File: config.mk
export PLATFORM = sky130hd
export DESIGN_NAME = cint_sequencer
export DESIGN_NICKNAME = d
export VERILOG_FILES = /design/src/rtl/cint_pkg.sv /design/src/rtl/cint_prio_enc.sv /design/src/rtl/cint_sequencer.sv
export SDC_FILE = /design/constraint.sdc
export NUM_CORES = 1
export LEC_CHECK = 0
export CORE_MARGIN = 3
export CORE_UTILIZATION = 44
export CTS_BUF_LIST = sky130_fd_sc_hd__clkbuf_8
export CTS_CLUSTER_SIZE = 20
export DETAILED_ROUTE_END_ITERATION = 7
export PLACE_DENSITY_LB_ADDON = 0.3
export RECOVER_POWER = 25
export SYNTH_ARGS = -nofsm -noshare
export SYNTH_HDL_FRONTEND = slang
export SYNTH_SLANG_ARGS = --single-unit
File: constraint.sdc
create_clock -name clk -period 1.95 [get_ports clk]
set_input_delay 0.39 -clock clk [delete_from_list [all_inputs] [get_ports clk]]
set_output_delay 0.39 -clock clk [all_outputs]
set_load 0.1 [all_outputs]
File: src/rtl/cint_pkg.sv
// Shared types and constants for the CINT sequencer.
// Optional bus-grant timeout is enabled by defining CINT_GNT_TIMEOUT_EN.
package cint_pkg;

  typedef enum logic [2:0] {
    IDLE,
    PH1,
    PH2,
    PH3,
    DONE
  } state_t;

  localparam logic [2:0] PHASE_NONE = 3'b000;
  localparam logic [2:0] PHASE_P1   = 3'b001;
  localparam logic [2:0] PHASE_P2   = 3'b010;
  localparam logic [2:0] PHASE_P3   = 3'b100;

  localparam int unsigned VEC_SW = 0;

endpackage

File: src/rtl/cint_prio_enc.sv
// Lowest-index-first priority encoder over the unmasked hardware requests.
module cint_prio_enc #(
  parameter int unsigned N_SRC = 4,
  parameter int unsigned IDX_W = 3
) (
  input  logic [N_SRC-1:0] i_req,
  output logic             o_valid,
  output logic [IDX_W-1:0] o_index,
  output logic [N_SRC-1:0] o_onehot
);

  assign o_valid  = |i_req;
  assign o_onehot = i_req & (~i_req + N_SRC'(1));

  // Scanning downward lets the lowest set bit be the last writer.
  always_comb begin
    o_index = '0;
    for (int unsigned i = N_SRC; i > 0; i--) begin
      if (i_req[i-1]) o_index = IDX_W'(i - 1);
    end
  end

endmodule

File: src/rtl/cint_sequencer.sv
// CINT flow sequencer: arbitration, P1..P3 phase strobes, mode capture, vector push.
// Define CINT_GNT_TIMEOUT_EN to abort PH3 after a bounded wait for bus_gnt.
module cint_sequencer
  import cint_pkg::*;
#(
  parameter int unsigned N_SRC = 4,
  parameter int unsigned VEC_W = 3,
  parameter int unsigned TMO_W = 4
) (
  input  logic             clk,
  input  logic             rst,
  input  logic             enable_cint,
  input  logic             p2_reset_cint,
  input  logic             p2_set_rst,
  input  logic             p2_set_call,
  input  logic [N_SRC-1:0] irq,
  input  logic [N_SRC-1:0] irq_mask,
  input  logic             reti,
  input  logic             bus_gnt,
  output logic [2:0]       phase,
  output logic             busy,
  output logic             bus_req,
  output logic             mode_call,
  output logic [VEC_W-1:0] vector,
  output logic [N_SRC-1:0] ack,
  output logic             ie,
  output logic             done,
  output logic             err
);

  state_t r_state, w_next;

  logic             r_sw;
  logic             r_mode_call;
  logic             r_ie;
  logic [VEC_W-1:0] r_vector;
  logic [N_SRC-1:0] r_src_oh;

  logic [N_SRC-1:0] w_req;
  logic             w_hw_valid;
  logic [VEC_W-1:0] w_hw_idx;
  logic [N_SRC-1:0] w_hw_oh;
  logic             w_start;
  logic             w_mode_fail;
  logic             w_tmo_hit;

  assign w_req = irq & ~irq_mask;

  cint_prio_enc #(
    .N_SRC(N_SRC),
    .IDX_W(VEC_W)
  ) u_prio (
    .i_req   (w_req),
    .o_valid (w_hw_valid),
    .o_index (w_hw_idx),
    .o_onehot(w_hw_oh)
  );

  assign w_start     = enable_cint || (r_ie && w_hw_valid);
  assign w_mode_fail = r_sw && !(p2_set_call || p2_set_rst || p2_reset_cint);

`ifdef CINT_GNT_TIMEOUT_EN
  logic [TMO_W-1:0] r_tmo;
  logic [TMO_W-1:0] w_tmo_inc;

  assign w_tmo_inc = r_tmo + TMO_W'(1);
  assign w_tmo_hit = !bus_gnt && (w_tmo_inc == '1);

  always_ff @(posedge clk or posedge rst) begin
    if (rst)                  r_tmo <= '0;
    else if (r_state != PH3)  r_tmo <= '0;
    else if (!bus_gnt)        r_tmo <= w_tmo_inc;
  end
`else
  assign w_tmo_hit = 1'b0;
`endif

  always_ff @(posedge clk or posedge rst) begin
    if (rst) r_state <= IDLE;
    else     r_state <= w_next;
  end

  always_comb begin
    w_next = r_state;
    case (r_state)
      IDLE: if (w_start) w_next = PH1;
      PH1:  w_next = PH2;
      PH2:  w_next = w_mode_fail ? IDLE : PH3;
      PH3: begin
        if (bus_gnt)        w_next = DONE;
        else if (w_tmo_hit) w_next = IDLE;
      end
      DONE:    w_next = IDLE;
      default: w_next = IDLE;
    endcase
  end

  // Source/vector latched on leaving IDLE; ie set by reti outranks the DONE clear.
  always_ff @(posedge clk or posedge rst) begin
    if (rst) begin
      r_sw        <= 1'b0;
      r_vector    <= '0;
      r_src_oh    <= '0;
      r_mode_call <= 1'b0;
      r_ie        <= 1'b1;
    end else begin
      if (r_state == IDLE && w_start) begin
        r_sw     <= enable_cint;
        r_vector <= enable_cint ? VEC_W'(VEC_SW) : w_hw_idx + VEC_W'(1);
        r_src_oh <= enable_cint ? '0 : w_hw_oh;
      end
      if (r_state == PH2) begin
        if (!r_sw || p2_set_call) r_mode_call <= 1'b1;
        else if (p2_set_rst)      r_mode_call <= 1'b0;
      end
      if (reti)                  r_ie <= 1'b1;
      else if (r_state == DONE)  r_ie <= 1'b0;
    end
  end

  always_comb begin
    phase   = PHASE_NONE;
    bus_req = 1'b0;
    done    = 1'b0;
    err     = 1'b0;
    ack     = '0;
    case (r_state)
      PH1: phase = PHASE_P1;
      PH2: begin
        phase = PHASE_P2;
        err   = w_mode_fail;
      end
      PH3: begin
        phase   = PHASE_P3;
        bus_req = 1'b1;
        err     = w_tmo_hit;
      end
      DONE: begin
        done = 1'b1;
        ack  = r_sw ? '0 : r_src_oh;
      end
      default: ;
    endcase
  end

  assign busy      = (r_state != IDLE);
  assign mode_call = r_mode_call;
  assign vector    = r_vector;
  assign ie        = r_ie;

endmodule

## Yosys cells after proc, flatten, opt, wreduce, memory -nomap -nowiden

Cells that the tools add are included.

| cells by class | value |
|---|---|
| add/sub/neg operators | 2 |
| eq/ne operators | 6 |
| reductions and logical operators | 16 |
| bitwise logic cells | 4 |
| mux-type cells | 20 |

Operator list:

| operator | count |
|---|---|
| $mux 4 | 3 |
| $pmux 3 s4 | 1 |
| $mux 2 | 5 |
| $mux 3 | 3 |
| $pmux 3 s3 | 1 |
| $and 4x4->4 | 2 |
| $not 4->4 | 2 |
| $mux 1 | 7 |
| $eq 3x2->1 const B | 2 |
| $add 4x1->4 const B | 1 |
| $logic_or 1x1->1 | 4 |
| $ne 2x2->1 const B | 2 |
| $reduce_and 2->1 | 2 |
| $reduce_bool 2->1 | 2 |
| $reduce_or 4->1 | 1 |
| $add 3x1->3 const B | 1 |
| $eq 3x1->1 const B | 1 |
| $eq 3x3->1 const B | 1 |
| $logic_and 1x1->1 | 3 |
| $logic_not 3->1 | 1 |
| $reduce_bool 3->1 | 1 |
| $logic_not 1->1 | 2 |

| word-level totals | value |
|---|---|
| word-level logic and storage cells | 54 |
| output and inout bits | 16 |
| register bits after elaboration | 13 |
| bits of input ports | 16 |

## Longest topological paths before layout

| logic depth | value |
|---|---|
| word-level depth | 8 |
| depth in mapped cells | 6 |
| depth with buffers taken out | 6 |

## Modules after synthesis

A second synthesis with hierarchy kept.

| unflattened totals | value |
|---|---|
| cells, all modules | 84 |
| area total of the unflattened synthesis | 785.8 µm² |

Modules (own cells, without submodules):

| module | cells each | area each (µm²) | sequential area each (µm²) | times used |
|---|---|---|---|---|
| cint_sequencer | 72 | 715.7 | 326.6 | 1 |
| cint_prio_enc | 12 | 70.1 | 0.0 | 1 |

## Worst setup path after synthesis

No wires, ideal clock.

| timing | value |
|---|---|
| path kind | input to output |
| start point | in p2_set_call |
| end point | out err |
| path buffers | 0 |
| slack | -2132 ps |
| stages on the path | 3 |
| arrival time | 3692 ps |
| data required time | 1560 ps |
| cells stage by stage | nand2b_1 > or3_1 > nor4_1 |

| between the ends | value |
|---|---|
| cells in the longest elaborated chain, start to end | 5 |

RTL lines:

| item | line | source |
|---|---|---|
| from (decl) | cint_sequencer.sv:15 | `input logic p2_set_call,` |
| $logic_or 1x1->1 (2 in a row) | cint_sequencer.sv:60 | `assign w_mode_fail = r_sw && !(p2_set_call \|\| p2_set_rst \|\| p2_reset_cint);` |
| $logic_not 1->1 | cint_sequencer.sv:60 |  |
| $logic_and 1x1->1 | cint_sequencer.sv:60 |  |
| $mux 1 | cint_sequencer.sv:127 | `case (r_state)` |
| to (decl) | cint_sequencer.sv:28 | `output logic err` |

No other way between the ends.

## Final worst setup path

| timing | value |
|---|---|
| start point | reg r_sw |
| end point | out err |

| between the ends | value |
|---|---|
| cells in the longest elaborated chain, start to end | 2 |

RTL lines:

| item | line | source |
|---|---|---|
| from (decl) | cint_sequencer.sv:33 | `logic r_sw;` |
| from (signal assigned) | cint_sequencer.sv:108 | `r_sw <= enable_cint;` |
| $logic_and 1x1->1 | cint_sequencer.sv:60 |  |
| $mux 1 | cint_sequencer.sv:127 |  |

No other way between the ends.

==> impl_metrics.json <==
{
  "status": "complete, no violations",
  "fin_crit_ns": 1.91,
  "finalInstanceArea_um2": 1480,
  "grt_pass1_vias": 841,
  "postRouteAntennaNets": 0,
  "clkPwrFrac": 0.096,
  "dpl_cell_area_um2": 1400,
  "highest_layer": "met4",
  "row_count": 14,
  "met2_length_um": 1450,
  "cellPowerDensity_nw_per_um2": 1690,
  "hold_viol": 0,
  "grt.overflow.total": 0,
  "gp_congestion": 0.731,
  "synth_warnings": 0,
  "critical_path_class": "register to output pin",
  "r2r-end": "vector[2]",
  "dr.pass1.iters": 4,
  "synth_nets": 96,
  "syn_avg_cell_area_um2": 9.90,
  "dr_wl_met3_um": 95,
  "synth.area.top_cells": "dfrtp_1 (38%), mux2_4 (7.7%), mux2i_1 (5.1%), dfstp_2 (3.4%), inv_1 (3.4%)",
  "crit_family": "simple AND/OR/NAND/NOR gates",
  "internal-power_mw": 1.16,
  "max_stage_delay_ns": 0.40,
  "coreArea_um2": 1590,
  "io_pins": 32,
  "layout_setup_ws_ns": 0.0403,
  "hpwl_um": 1850,
  "die_w_um": 48.2,
  "synth.distinct_cells": 31,
  "antenna_found_initial": 0,
  "utilization": 0.931,
  "drc": 0,
  "start_kind": "register",
  "cts_num_sinks": 13,
  "hold_depth": 1,
  "switching_share": 0.539,
  "holdPathEnd": "mode_call",
  "slew_headroom": 0.657,
  "die-area_um2": 2320,
  "ir_worst_vdd_v": 0.00164,
  "crit_path_end_kind": "output pin",
  "ys_seq_area_frac": 0.418,
  "drive_gt1_frac": 0.500,
  "synth_area_um2": 782,
  "synthToLayoutAreaGrowth_pct": 89.8,
  "r2r_start": "r_state[1]",
  "cts_tree": "done",
  "initial_utilization": 0.491,
  "drv_cap": 0,
  "synth_top_area_cell": "dfrtp_1",
  "grt_usage": 0.269,
  "insertion_delay_ns": 0.25,
  "clkTransAtPathRegs_ns": 0.06,
  "dp_slack_ns": -0.204,
  "drt-total-wl_um": 2610,
  "cts_hold_buf": 0,
  "p_comb_frac": 0.707,
  "synthDominantCellAreaShare": 0.384,
  "die_h_um": 48.2,
  "pwr-share-seq": 0.197,
  "worst_pin_slew_ns": 0.515,
  "wl_met1_um": 1020,
  "p_leak_nw": 0.692,
  "finalPower_mw": 2.51,
  "htreeDepth": 1,
  "hold_ws_ns": 0.506,
  "worst-path-buf-inv": 1,
  "cp_slowest_cell": "or3_4",
  "crit_path_start": "r_sw",
  "worstPathArrival_ns": 1.52,
  "vias": 786,
  "crit_fanout": 2,
  "grt_pass1_wl_um": 4060,
  "nFillCells": 54,
  "drtIter0Drc": 14,
  "netSwitchingPower_mw": 1.36,
  "grt_max_degree": 14,
  "io_buffers": 31,
  "hold_path.startpoint": "mode_call",
  "setup_viol": 0,
  "syn_inst": 79,
  "wl_per_cell_um": 17.4,
  "path_cells": "nand2b_4, or3_4, nor4_4, buf_12",
  "cts_buffers": 3,
  "rrSetupSlack_ns": 0.38,
  "cp.required_ns": 1.56,
  "clockRootBuffer": "clkbuf_8",
  "reg2reg_depth": 5,
  "timing.fmax_ghz": 0.524,
  "maxSlewViolCount": 0,
  "fin_worst_skew_ns": 0.00505,
  "nNetsFinal": 144,
  "viasPerCell": 5.24,
  "ys_seq_elements": 13,
  "cts.path.max_buffers": 2,
  "antenna_cells": 0,
  "fin_crit_sh": 0.979,
  "hold_path.class": "register to register"
}
## cells in the mapped netlist, drive strengths merged
master	count
or3	2
buf	2
a22o	1
nand2b	3
o211ai	1
and2	1
inv	7
ha	1
a21oi	3
nor2	8
nor3	6
clkbuf	1
o21ai	1
a21o	2
nand3	1
a211oi	1
nand2	7
nand3b	1
mux2i	4
nor4	1
nor2b	4
and2b	3
dfrtp	12
dfstp	1
mux2	4
o21bai	1
## logic make-up (layout without fill, tap and decap cells)
group | Yosys count | in the layout | synth area share
buffers and inverters | 10 | 57 | 0.0624
DFF | 13 | 13 | 0.418
adders and majority gates | 1 | 1 | 0.0160
AOI/OAI and AO/OA | 10 | 10 | 0.106
muxes | 8 | 8 | 0.128
and+or+nand+nor | 37 | 37 | 0.270
## flip-flops by register name, summed over array words and instances (netlist names)
name and count:
r_sw 1, vector 3, r_state 3, r_src_oh 4, mode_call 1, ie 1
## worst register-to-register path, stage by stage (launching register included)
cell,delay [ns]
dfrtp_2,0.47
nor2_4,0.15
o21ai_2,0.10
a211oi_4,0.26
buf_4,0.18
mux2_4,0.30
## power by group through the flow
stage               clock (mW)  sequential [mW]  combinational, mW
floorplan                    0            0.723              0.993
global placement             0            0.474               1.70
detailed placement           0            0.485               1.75
CTS                      0.244            0.490               1.77
global route             0.257            0.506               1.85
finish                   0.241            0.495               1.78
## layout make-up
cell class,count,area [um2],share of cell area
Tap cell,24,30.0,0.0202
Clock inverter,1,3.75,0.00253
Clock buffer,3,41.3,0.0278
Multi-Input combinational cell,56,520,0.351
Sequential cell,13,329,0.222
Timing Repair Buffer,46,533,0.359
Inverter,7,26.3,0.0177
## metrics by stage
stage	TNS (ns)	std cells
after global routing	-0.00731	150
after global placement	-0.836	145
final	0	150
after CTS	-0.0527	150
after floorplan	-0.411	79
after detailed placement	-1.34	145
## placed cells by master (no fill, tap or decap), types with 3 or more instances in the layout
cell type,netlist,layout
nand2_1,7,6
inv_1,7,8
buf_4,1,19
nor3_4,0,4
nor2_1,7,4
buf_12,0,12
mux2i_1,4,4
mux2_4,4,4
clkdlybuf4s50_1,0,10
clkbuf_8,0,3
dfrtp_1,12,10
## layer usage
metal,up-vias,global-route usage
met5,-,0
met1,385,0.274
li1,363,-
met4,0,0.118
met3,7,0.0701
met2,31,0.505
## worst max path at each step
stage,end,slack [ns],cells after the start
6_report,err,0.04,4
5_1_grt,vector[1],-0.007,7
4_1_cts,err,-0.05,4
3_5_place_dp,vector[1],-0.20,7
3_3_place_gp,vector[1],-0.15,7
2_1_floorplan,err,-0.41,3
## timing repair
action / 4_1_cts / 5_1_grt
resized for setup: 6 / 8
pin swaps: 2 / 3
setup endpoints to repair: 1 / 10
buffers inserted: 1 / 0
Power figures use the tool's default switching activity.
